`src/rtl/ozdefs.sv`:
```
// rtl/ozdefs.sv - shared symbol constants and types for the training-set generator
//
// Purpose: symbol codes (COM, PAD, SKP, TS IDs), ordered-set type and FSM
// state enums, and the snapshotted per-set field bundle.
// Ports: none (package).
package ozdefs;

  localparam logic [7:0] COM   = 8'hBC;
  localparam logic [7:0] PAD   = 8'hF7;
  localparam logic [7:0] SKP   = 8'h1C;
  localparam logic [7:0] TS1ID = 8'h4A;
  localparam logic [7:0] TS2ID = 8'h45;

  typedef enum logic {
    TS1 = 1'b0,
    TS2 = 1'b1
  } ts_type_e;

  typedef enum logic [1:0] {
    ST_IDLE = 2'd0,
    ST_TS   = 2'd1,
    ST_SKP  = 2'd2
  } ts_gen_state_e;

  typedef struct packed {
    ts_type_e   ts_type;
    logic       pad_link;
    logic       pad_lane;
    logic [7:0] link_num;
    logic [7:0] lane_num;
    logic [7:0] nfts;
    logic [7:0] rate_id;
    logic [7:0] train_ctrl;
  } ts_fields_t;

  function automatic logic [7:0] ts_id(input ts_type_e t);
    return (t == TS2) ? TS2ID : TS1ID;
  endfunction

endpackage

```
`src/rtl/ts_symbol_mux.sv`:
```
// rtl/ts_symbol_mux.sv - combinational symbol map for TS1/TS2/SKP ordered sets
//
// Purpose: maps generator state, symbol index and snapshotted fields to the
// symbol and K flag that the top registers onto txdata/txdatak.
// Ports:
//   state_i     generator state for the symbol being produced
//   idx_i       symbol index within the ordered set
//   fields_i    field snapshot for the current set
//   sym_data_o  symbol byte
//   sym_k_o     K-symbol flag
module ts_symbol_mux
  import ozdefs::*;
(
  input  ts_gen_state_e state_i,
  input  logic [3:0]    idx_i,
  input  ts_fields_t    fields_i,
  output logic [7:0]    sym_data_o,
  output logic          sym_k_o
);

  always_comb begin
    sym_data_o = 8'h00;
    sym_k_o    = 1'b0;
    case (state_i)
      ST_TS: begin
        case (idx_i)
          4'd0: begin
            sym_data_o = COM;
            sym_k_o    = 1'b1;
          end
          4'd1: begin
            sym_data_o = fields_i.pad_link ? PAD : fields_i.link_num;
            sym_k_o    = fields_i.pad_link;
          end
          4'd2: begin
            sym_data_o = fields_i.pad_lane ? PAD : fields_i.lane_num;
            sym_k_o    = fields_i.pad_lane;
          end
          4'd3:    sym_data_o = fields_i.nfts;
          4'd4:    sym_data_o = fields_i.rate_id;
          4'd5:    sym_data_o = fields_i.train_ctrl;
          default: sym_data_o = ts_id(fields_i.ts_type);
        endcase
      end
      ST_SKP: begin
        sym_data_o = (idx_i == 4'd0) ? COM : SKP;
        sym_k_o    = 1'b1;
      end
      default: begin
        sym_data_o = 8'h00;
        sym_k_o    = 1'b0;
      end
    endcase
  end

endmodule

```
`src/rtl/ts_os_gen.sv`:
```
// rtl/ts_os_gen.sv - byte-serial TS1/TS2 ordered-set transmitter
//
// Purpose: emits counted or continuous bursts of 16-symbol training sets on a
// txdata/txdatak symbol stream. Optional SKP ordered-set insertion between
// sets is built when TSGEN_SKP_INSERT_EN is defined.
// Ports:
//   clk, reset_n       clock, asynchronous active-low reset
//   en_n               synchronous disable; clears like reset
//   start, stop        begin burst (IDLE only) / end after current set
//   num_sets           sets per burst, 0 = continuous
//   ts_type, pad_link, pad_lane, link_num, lane_num, nfts, rate_id, train_ctrl
//                      set fields, snapshotted the cycle before each COM
//   txdata, txdatak    registered symbol stream
//   busy               a TS or SKP symbol is on txdata
//   set_done           pulse coincident with symbol 15 of each TS
//   tsctr              completed TS count, wraps
module ts_os_gen
  import ozdefs::*;
#(
  parameter int unsigned TS_LEN       = 16,
  parameter int unsigned SKP_INTERVAL = 4
) (
  input  logic        clk,
  input  logic        reset_n,
  input  logic        en_n,
  input  logic        start,
  input  logic        stop,
  input  logic [7:0]  num_sets,
  input  logic        ts_type,
  input  logic        pad_link,
  input  logic        pad_lane,
  input  logic [7:0]  link_num,
  input  logic [7:0]  lane_num,
  input  logic [7:0]  nfts,
  input  logic [7:0]  rate_id,
  input  logic [7:0]  train_ctrl,
  output logic [7:0]  txdata,
  output logic        txdatak,
  output logic        busy,
  output logic        set_done,
  output logic [15:0] tsctr
);

  localparam logic [3:0] LastIdx = 4'(TS_LEN - 1);

  ts_gen_state_e state_q, state_d;
  logic [3:0]    idx_q, idx_d;
  logic [7:0]    rem_q, rem_d;
  logic          stop_pend_q, stop_pend_d;
  ts_fields_t    fld_q, fld_d;
  ts_fields_t    live_fld;
  logic [15:0]   tsctr_q, tsctr_d;
  logic [7:0]    txdata_q;
  logic          txdatak_q, busy_q, set_done_q;
  logic [7:0]    sym_data;
  logic          sym_k;
`ifdef TSGEN_SKP_INSERT_EN
  localparam logic [3:0] SkpLastIdx = 4'd3;
  logic [7:0]    skp_cnt_q, skp_cnt_d;
`endif

  assign live_fld = '{
    ts_type:    ts_type_e'(ts_type),
    pad_link:   pad_link,
    pad_lane:   pad_lane,
    link_num:   link_num,
    lane_num:   lane_num,
    nfts:       nfts,
    rate_id:    rate_id,
    train_ctrl: train_ctrl
  };

  // Next-state logic describes the symbol that will be on txdata next cycle;
  // the mux output for that position is registered directly.
  always_comb begin
    state_d     = state_q;
    idx_d       = idx_q;
    rem_d       = rem_q;
    stop_pend_d = stop_pend_q;
    fld_d       = fld_q;
    tsctr_d     = tsctr_q;
`ifdef TSGEN_SKP_INSERT_EN
    skp_cnt_d   = skp_cnt_q;
`endif
    case (state_q)
      ST_IDLE: begin
        if (start) begin
          state_d     = ST_TS;
          idx_d       = 4'd0;
          rem_d       = num_sets;
          stop_pend_d = 1'b0;
          fld_d       = live_fld;
`ifdef TSGEN_SKP_INSERT_EN
          skp_cnt_d   = 8'd0;
`endif
        end
      end
      ST_TS: begin
        if (stop) stop_pend_d = 1'b1;
        if (idx_q == LastIdx) begin
          if (rem_q != 8'd0) rem_d = rem_q - 8'd1;
          // rem of 0 means continuous, so only a latched count of 1 ends here
          if (rem_q == 8'd1 || stop_pend_q || stop) begin
            state_d     = ST_IDLE;
            idx_d       = 4'd0;
            stop_pend_d = 1'b0;
          end else begin
`ifdef TSGEN_SKP_INSERT_EN
            idx_d = 4'd0;
            if (skp_cnt_q == 8'(SKP_INTERVAL - 1)) begin
              state_d   = ST_SKP;
              skp_cnt_d = 8'd0;
            end else begin
              skp_cnt_d = skp_cnt_q + 8'd1;
              fld_d     = live_fld;
            end
`else
            idx_d = 4'd0;
            fld_d = live_fld;
`endif
          end
        end else begin
          idx_d = idx_q + 4'd1;
        end
      end
`ifdef TSGEN_SKP_INSERT_EN
      ST_SKP: begin
        if (stop) stop_pend_d = 1'b1;
        if (idx_q == SkpLastIdx) begin
          idx_d = 4'd0;
          if (stop_pend_q || stop) begin
            state_d     = ST_IDLE;
            stop_pend_d = 1'b0;
          end else begin
            state_d = ST_TS;
            fld_d   = live_fld;
          end
        end else begin
          idx_d = idx_q + 4'd1;
        end
      end
`endif
      default: begin
        state_d = ST_IDLE;
        idx_d   = 4'd0;
      end
    endcase
    if (state_d == ST_TS && idx_d == LastIdx) tsctr_d = tsctr_q + 16'd1;
  end

  ts_symbol_mux u_mux (
    .state_i    (state_d),
    .idx_i      (idx_d),
    .fields_i   (fld_d),
    .sym_data_o (sym_data),
    .sym_k_o    (sym_k)
  );

  always_ff @(posedge clk or negedge reset_n) begin
    if (!reset_n) begin
      state_q     <= ST_IDLE;
      idx_q       <= 4'd0;
      rem_q       <= 8'd0;
      stop_pend_q <= 1'b0;
      fld_q       <= '0;
      tsctr_q     <= 16'd0;
      txdata_q    <= 8'h00;
      txdatak_q   <= 1'b0;
      busy_q      <= 1'b0;
      set_done_q  <= 1'b0;
`ifdef TSGEN_SKP_INSERT_EN
      skp_cnt_q   <= 8'd0;
`endif
    end else if (en_n) begin
      state_q     <= ST_IDLE;
      idx_q       <= 4'd0;
      rem_q       <= 8'd0;
      stop_pend_q <= 1'b0;
      fld_q       <= '0;
      tsctr_q     <= 16'd0;
      txdata_q    <= 8'h00;
      txdatak_q   <= 1'b0;
      busy_q      <= 1'b0;
      set_done_q  <= 1'b0;
`ifdef TSGEN_SKP_INSERT_EN
      skp_cnt_q   <= 8'd0;
`endif
    end else begin
      state_q     <= state_d;
      idx_q       <= idx_d;
      rem_q       <= rem_d;
      stop_pend_q <= stop_pend_d;
      fld_q       <= fld_d;
      tsctr_q     <= tsctr_d;
      txdata_q    <= sym_data;
      txdatak_q   <= sym_k;
      busy_q      <= (state_d != ST_IDLE);
      set_done_q  <= (state_d == ST_TS) && (idx_d == LastIdx);
`ifdef TSGEN_SKP_INSERT_EN
      skp_cnt_q   <= skp_cnt_d;
`endif
    end
  end

  assign txdata   = txdata_q;
  assign txdatak  = txdatak_q;
  assign busy     = busy_q;
  assign set_done = set_done_q;
  assign tsctr    = tsctr_q;

endmodule
```
`config.mk`:
```
export PLATFORM = sky130hd
export DESIGN_NAME = ts_os_gen
export DESIGN_NICKNAME = d
export VERILOG_FILES = /design/src/rtl/ozdefs.sv /design/src/rtl/ts_symbol_mux.sv /design/src/rtl/ts_os_gen.sv
export SDC_FILE = /design/constraint.sdc
export NUM_CORES = 1
export LEC_CHECK = 0
export BUFFER_PORTS_ARGS = -buffer_cell sky130_fd_sc_hd__buf_2
export CORE_ASPECT_RATIO = 0.8
export CORE_MARGIN = 2
export CORE_UTILIZATION = 50
export DETAILED_ROUTE_END_ITERATION = 7
export GPL_ROUTABILITY_DRIVEN = 0
export PLACE_DENSITY = 0.76
export RECOVER_POWER = 50
export SLEW_MARGIN = 10
export SYNTH_ARGS = -nofsm -noshare
export SYNTH_HDL_FRONTEND = slang
export SYNTH_SLANG_ARGS = --single-unit
```
`constraint.sdc`:
```
create_clock -name clk -period 2.26 [get_ports clk]
set_input_delay 0.452 -clock clk [delete_from_list [all_inputs] [get_ports clk]]
set_output_delay 0.452 -clock clk [all_outputs]
set_load 0.03 [all_outputs]
```
---- After elaboration in Yosys (flattened, before gate mapping) ----
Index checks and enable logic that the tools add are counted.
word-level totals
  flip-flop bits (word level) ............. 85
  bits of input ports ..................... 56
  output and inout bits ................... 27
  logic and storage cells ................. 84
operators by class
  add/subtract/negate cells ............... 3
  equality and inequality tests ........... 14
  muxes and demuxes ....................... 39
  reduce and logical (&&, ||, !) cells .... 11
operator list
  kind                                               number
  2-to-1 mux 43 bit                                  4
  one-hot mux 43 bit (2 select lines)                1
  2-to-1 mux 8 bit                                   8
  one-hot mux 8 bit (6 select lines)                 1
  2-to-1 mux 16 bit                                  2
  one-hot mux 8 bit (2 select lines)                 2
  adder 16 x 1 -> 16 bit (second input constant)     1
  2-to-1 mux 4 bit                                   4
  inequality test 3 bit (second input constant)      3
  == test 4 x 2 -> 1 bit (second input constant)     2
  == test 4 x 3 -> 1 bit (second input constant)     2
  == test 4 bit (second input constant)              2
  == test 8 x 1 -> 1 bit (second input constant)     1
  2-to-1 mux 1 bit                                   8
  2-to-1 mux 2 bit                                   4
  one-hot mux 4 bit (2 select lines)                 1
  nonzero test 8 bit                                 1
  subtractor 8 x 1 -> 8 bit (second input constant)  1
  adder 4 x 1 -> 4 bit (second input constant)       1
  == test 2 x 1 -> 1 bit (second input constant)     2
  == test 4 x 1 -> 1 bit (second input constant)     1
  logical NOT 4 bit                                  1
  one-hot mux 1 bit (2 select lines)                 2
  one-hot mux 2 bit (2 select lines)                 1
  9 further kinds                                    11

---- Logic depth before layout (Yosys ltp) ----
  depth after elaboration ................. 10
  gate-level depth with buffers ........... 12
  depth with buffers taken out ............ 12

---- By module ----
From an unflattened synthesis, not the netlist that was laid out.
second synthesis, totals
  cell total of the unflattened synthesis .. 481
  area, all modules ....................... 5012.3 µm²
modules (own cells, without submodules)
  module         instances  cells each  area an instance (µm²)  seq. area each (µm²)
  ts_os_gen      1          392         4414.2                  2127.0
  ts_symbol_mux  1          89          598.1                   0.0

---- Least setup slack after synthesis ----
OpenSTA, ideal clock, no wires.
  path type ............................... register -> register
  from .................................... register idx_q[0]
  to ...................................... register txdata_q[7], in the netlist txdata[7]
  library setup time ...................... 0.143 ns
  data arrival time ....................... 2.089 ns
  slack ................................... 0.028 ns
  stages on the path, launching flop included .. 11
  path buffers ............................ 2
  cells stage by stage .................... dfrtp_1 -> ha_1 -> nand4_1 -> a311oi_2 -> o21bai_2 -> buf_6 -> buf_6 -> mux2i_1 -> nor2_1 -> nor3_1 -> a21oi_1
between the ends
  cells in the longest elaborated chain, start to end .. 7
RTL lines
  item                                                                                              RTL line                                  text
  from (decl)                                                                                       ts_os_gen.sv:47                           logic [3:0] idx_q, idx_d;
  from (signal assigned)                                                                            ts_os_gen.sv:190                          idx_q <= idx_d;
  adder 4 x 1 -> 4 bit / == test 4 bit (equally long branches)                                      ts_os_gen.sv:123, ts_os_gen.sv:100
  2-to-1 mux 4 bit / 2-to-1 mux 43 bit (equally long branches)                                      ts_os_gen.sv:100                          if (idx_q == LastIdx) begin
  one-hot mux 4 bit (2 select lines) / one-hot mux 43 bit (2 select lines) (equally long branches)  ts_os_gen.sv:85                           case (state_q)
  == test 4 x 3 -> 1 bit (tied with other cells)                                                    ts_symbol_mux.sv:26                       case (idx_i)
  one-hot mux 8 bit (6 select lines) / 2-to-1 mux 8 bit (equally long branches)                     ts_symbol_mux.sv:26, ts_symbol_mux.sv:46
  one-hot mux 8 bit (2 select lines) (*)                                                            ts_symbol_mux.sv:24                       case (state_i)
  2-to-1 mux 8 bit (*)                                                                              ts_os_gen.sv:174                          end else if (en_n) begin
  to (signal assigned)                                                                              ts_os_gen.sv:195                          txdata_q <= sym_data;
  to (decl)                                                                                         ts_os_gen.sv:53                           logic [7:0] txdata_q;
Mark *: on every way between the ends. The rest lies on a longest branch, timed or not.
A chain may end at the register's enable or synchronous reset.

---- Worst setup path after layout ----
  from .................................... register state_q[0]
  to ...................................... register txdata_q[7], in the netlist txdata[7]
between the ends
  cells in the longest elaborated chain, start to end .. 6
RTL lines
  item                                                        RTL line             text
  from (decl)                                                 ts_os_gen.sv:46      ts_gen_state_e state_q, state_d;
  from (signal assigned)                                      ts_os_gen.sv:189     state_q <= state_d;
  == test 2 x 1 -> 1 bit (tied with other cells)              ts_os_gen.sv:85
  one-hot mux 4 bit (2 select lines) (tied with other cells)  ts_os_gen.sv:85
  == test 4 x 3 -> 1 bit (tied with other cells)              ts_symbol_mux.sv:26
  one-hot mux 8 bit (6 select lines) (tied with other cells)  ts_symbol_mux.sv:26
  one-hot mux 8 bit (2 select lines) (*)                      ts_symbol_mux.sv:24
  2-to-1 mux 8 bit (*)                                        ts_os_gen.sv:174
Marks and branches as above.

==> metrics.md <==
| Metric | Value |
|---|---|
| Tmin final | `2.38 ns` |
| CTS Buf Count | `9` |
| Final net count | `679` |
| Post-Place Worst Slack | `-0.129 ns` |
| WP data required | `2.53 ns` |
| Post-synthesis xor/xnor area fraction | `2.75%` |
| Post-synthesis compound-gate area fraction | `13.5%` |
| Synth top area share | `47.8%` |
| Mux cell area share after synthesis | `8.76%` |
| First-pass iteration count of the detailed router | `5` |
| Layout area overhead | `34.3%` |
| Final setup vio count | `16` |
| Port Buffers | `82` |
| Reg clk slew, reported paths | `0.08 ns` |
| First-pass GRT wire length | `19.6 mm` |
| Final period utilization | `105%` |
| Ys flop type | `dfrtp_1` |
| Hold buffer count at cts | `0` |
| Detailed Route Iter0 Violations | `272` |
| Worst-Skew Late Latency | `0.36 ns` |
| Vias per cell | `5.64` |
| Crit Reg-Reg Startpoint | `state_q[0]$_DFF_PN0_` |
| Simple-gate share of the synthesized area | `21.6%` |
| Vias | `4128` |
| Pwr Total | `3.29 mW` |
| Remaining antenna violation count | `0` |
| Sink Count | `85` |
| R2R Path End | `txdata[7]$_DFF_PN0_` |
| CTS tree | `done` |
| Synthesized cell area | `0.00445 mm^2` |
| Tightest Pin Transition | `1.61 ns` |
| Peak VDD IR | `0.000441 V` |
| DRC | `0` |
| Worst Hold End | `fld_q[24]$_DFF_PN0_` |
| Netlist cell types | `57` |
| Largest family of logic cells by synthesized area | `simple AND/OR/NAND/NOR gates` |
| Violated checks | `capacitance limit, slew limit, setup timing` |
| GRT Util Overall | `26.4%` |
| Flops & latches, synth | `85` |
| Power Dens Cells | `551 mW/mm^2` |
| Max-slew violations | `30` |
| WS Path Type | `reg2reg` |
| Pleak | `2.82 nW` |
| Slew headroom | `-7.37%` |
| Hold Crit Start | `lane_num[0]` |
| Endpoints failing hold | `0` |
| N_diodes | `0` |
| Largest net degree at the start of global routing | `55` |
| Top post-synthesis cells by area | `dfrtp_1, mux2i_1, nor2_1, a21oi_1, o21ai_0` |
| Worst Skew | `0.0136 ns` |
| Commonest cells post-synth | `nor2_1, dfrtp_1, mux2i_1` |
| Post-synth top area cell | `dfrtp_1` |
| Overflow after GRT | `0` |
| Maxcap violations | `1` |
| CP max-delay cell | `dfrtp_2` |
| Max incr delay on CP | `0.50 ns` |
| Fmax achieved | `0.419 GHz` |
| Most frequent cell after synthesis | `nor2_1` |
| Final worst setup slack | `-0.124 ns` |
| Syn Area/Cell | `9.58 um^2` |
| Cell count of the worst hold path | `3` |
| Core Footprint | `0.00856 mm^2` |
| Number of synthesized flops with an enable pin | `0` |
| Placement Rows | `30` |
| Die X | `110 um` |
| Initial Util | `52.0%` |
| Top Ports | `83` |
| R2r worst-path depth | `8` |
| Initial antenna violation count | `0` |
| Ys Warns | `0` |
| Crit. End Element | `register` |
| Register area share after synthesis | `47.8%` |
| Share of post-route cells with drive strength above 1 | `35.5%` |
| CTS H-tree depth | `3` |
| Crit-path max FO | `12` |
| Vias in the first global route | `4133` |
| Core Util, Final | `69.9%` |
| Crit-path cells | `nor2_1 -> nor4bb_1 -> a31o_2 -> nand3_1 -> buf_4 -> o22ai_1 -> nor3_2 -> a21oi_1` |
| Clock root buffer | `clkbuf_8` |
| RSZ-0062 raised after global routing | `true` |
| Ys async rst share | `100%` |
| Critical path arrival | `2.66 ns` |
| DIE AREA | `0.00968 mm^2` |
| Reg-to-reg slack, setup | `-0.12 ns` |
| Status | `finished with violations` |
| DR WL/cell | `16.7 um` |
| Syn Inst Count | `465` |
| Hold Path Class | `in2reg` |
| Crit path launch type | `register` |
| Die height | `88.4 um` |
| Post-Synth Adder-Cell Area | `2.25%` |
| Maximum clock path buffer count | `2` |
| Routed wire length | `12.2 mm` |
| Detail Placement HPWL | `8.41 mm` |
## area by class of cell
type                       instances  area, um^2
inverter                          10        37.5
timing repair buffer             156        1040
tap                              112         140
multi-input combinational        353        2420
clock buffer                      11         151
sequential                        85        2130
clock inverter                     5        58.8
fill                             646        2580
## worst max-delay path, delay by kind of cell, from the launching register on
kind	cells	cell delay [ns]
AND/OR/NAND/NOR	4	0.97
flip-flops	1	0.50
AO/OA/AOI/OAI	3	0.57
buffers and inverters	1	0.25
## timing repair
action                     in CTS  in global routing
setup endpoints to repair      17                 24
pin swaps                      11                  4
cloned                          1                  0
resized for setup              33                 13
buffers inserted                9                  0
## where the power goes
group,switching [mW],internal (mW)
clock network,0.551,0.571
registers,0.0391,1.58
logic,0.297,0.260
## metal layers
| metal | track usage (%) | part of all wire [%] | wire length, um |
|---|---|---|---|
| met5 | 0 | 0 | 0 |
| met2 | 41.4 | 48 | 5830 |
| met4 | 11.2 | 2.8 | 341 |
| met1 | 35.2 | 43 | 5330 |
| met3 | 6.55 | 6.1 | 742 |
## registers in the layout, summed over array words and instances (netlist names)
name	cells
fld_q	43
tsctr	16
txdata	8
txdatak	1
stop_pend_q	1
state_q	2
rem_q	8
set_done	1
idx_q	4
busy	1
## placed cells by master (no fill, tap or decap), drive strengths merged, types with 7 or more instances in the layout
cell / n
a21oi: 28
a31oi: 7
buf: 153
clkbuf: 14
dfrtp: 85
ha: 8
inv: 10
mux2i: 39
nand2: 27
nand3: 15
nor2: 93
nor3: 23
o21ai: 25
o22ai: 13
xnor2: 13
## stage by stage
stage / instance area, um^2 / cells / hold WS, ns / setup TNS [ns]
finish: 5980 / 732 / 0.350 / -0.841
global route: 5980 / 732 / 0.354 / -5.79
CTS: 5940 / 732 / 0.0146 / -0.363
detailed placement: 5460 / 706 / 0.410 / -0.833
global placement: 5460 / 706 / 0.406 / -0.211
floorplan: 4460 / 467 / 0.156 / 0
## cell families after synthesis
logic type                 after synthesis
other                                    2
adders and majority gates                8
muxes                                   39
buffers and inverters                   29
DFF                                     85
and+or+nand+nor                        193
AOI/OAI and AO/OA                       95
xor gates and xnor gates                14
## how the worst max path moves through the flow
stage	end	startpoint	slack (ns)
6_report	txdata[7]$_DFF_PN0_	state_q[0]$_DFF_PN0_	-0.12
3_5_place_dp	txdata[7]$_DFF_PN0_	rem_q[6]$_DFFE_PN0P_	-0.13
4_1_cts	txdata[7]$_DFF_PN0_	rem_q[7]$_DFFE_PN0P_	-0.07
5_1_grt	txdata[1]$_DFF_PN0_	rem_q[7]$_DFFE_PN0P_	-0.26
3_3_place_gp	txdata[7]$_DFF_PN0_	rem_q[7]$_DFFE_PN0P_	-0.08
2_1_floorplan	txdata[7]$_DFF_PN0_	idx_q[0]$_DFF_PN0_	0.03
No activity file was read; power rests on OpenSTA's default activity.
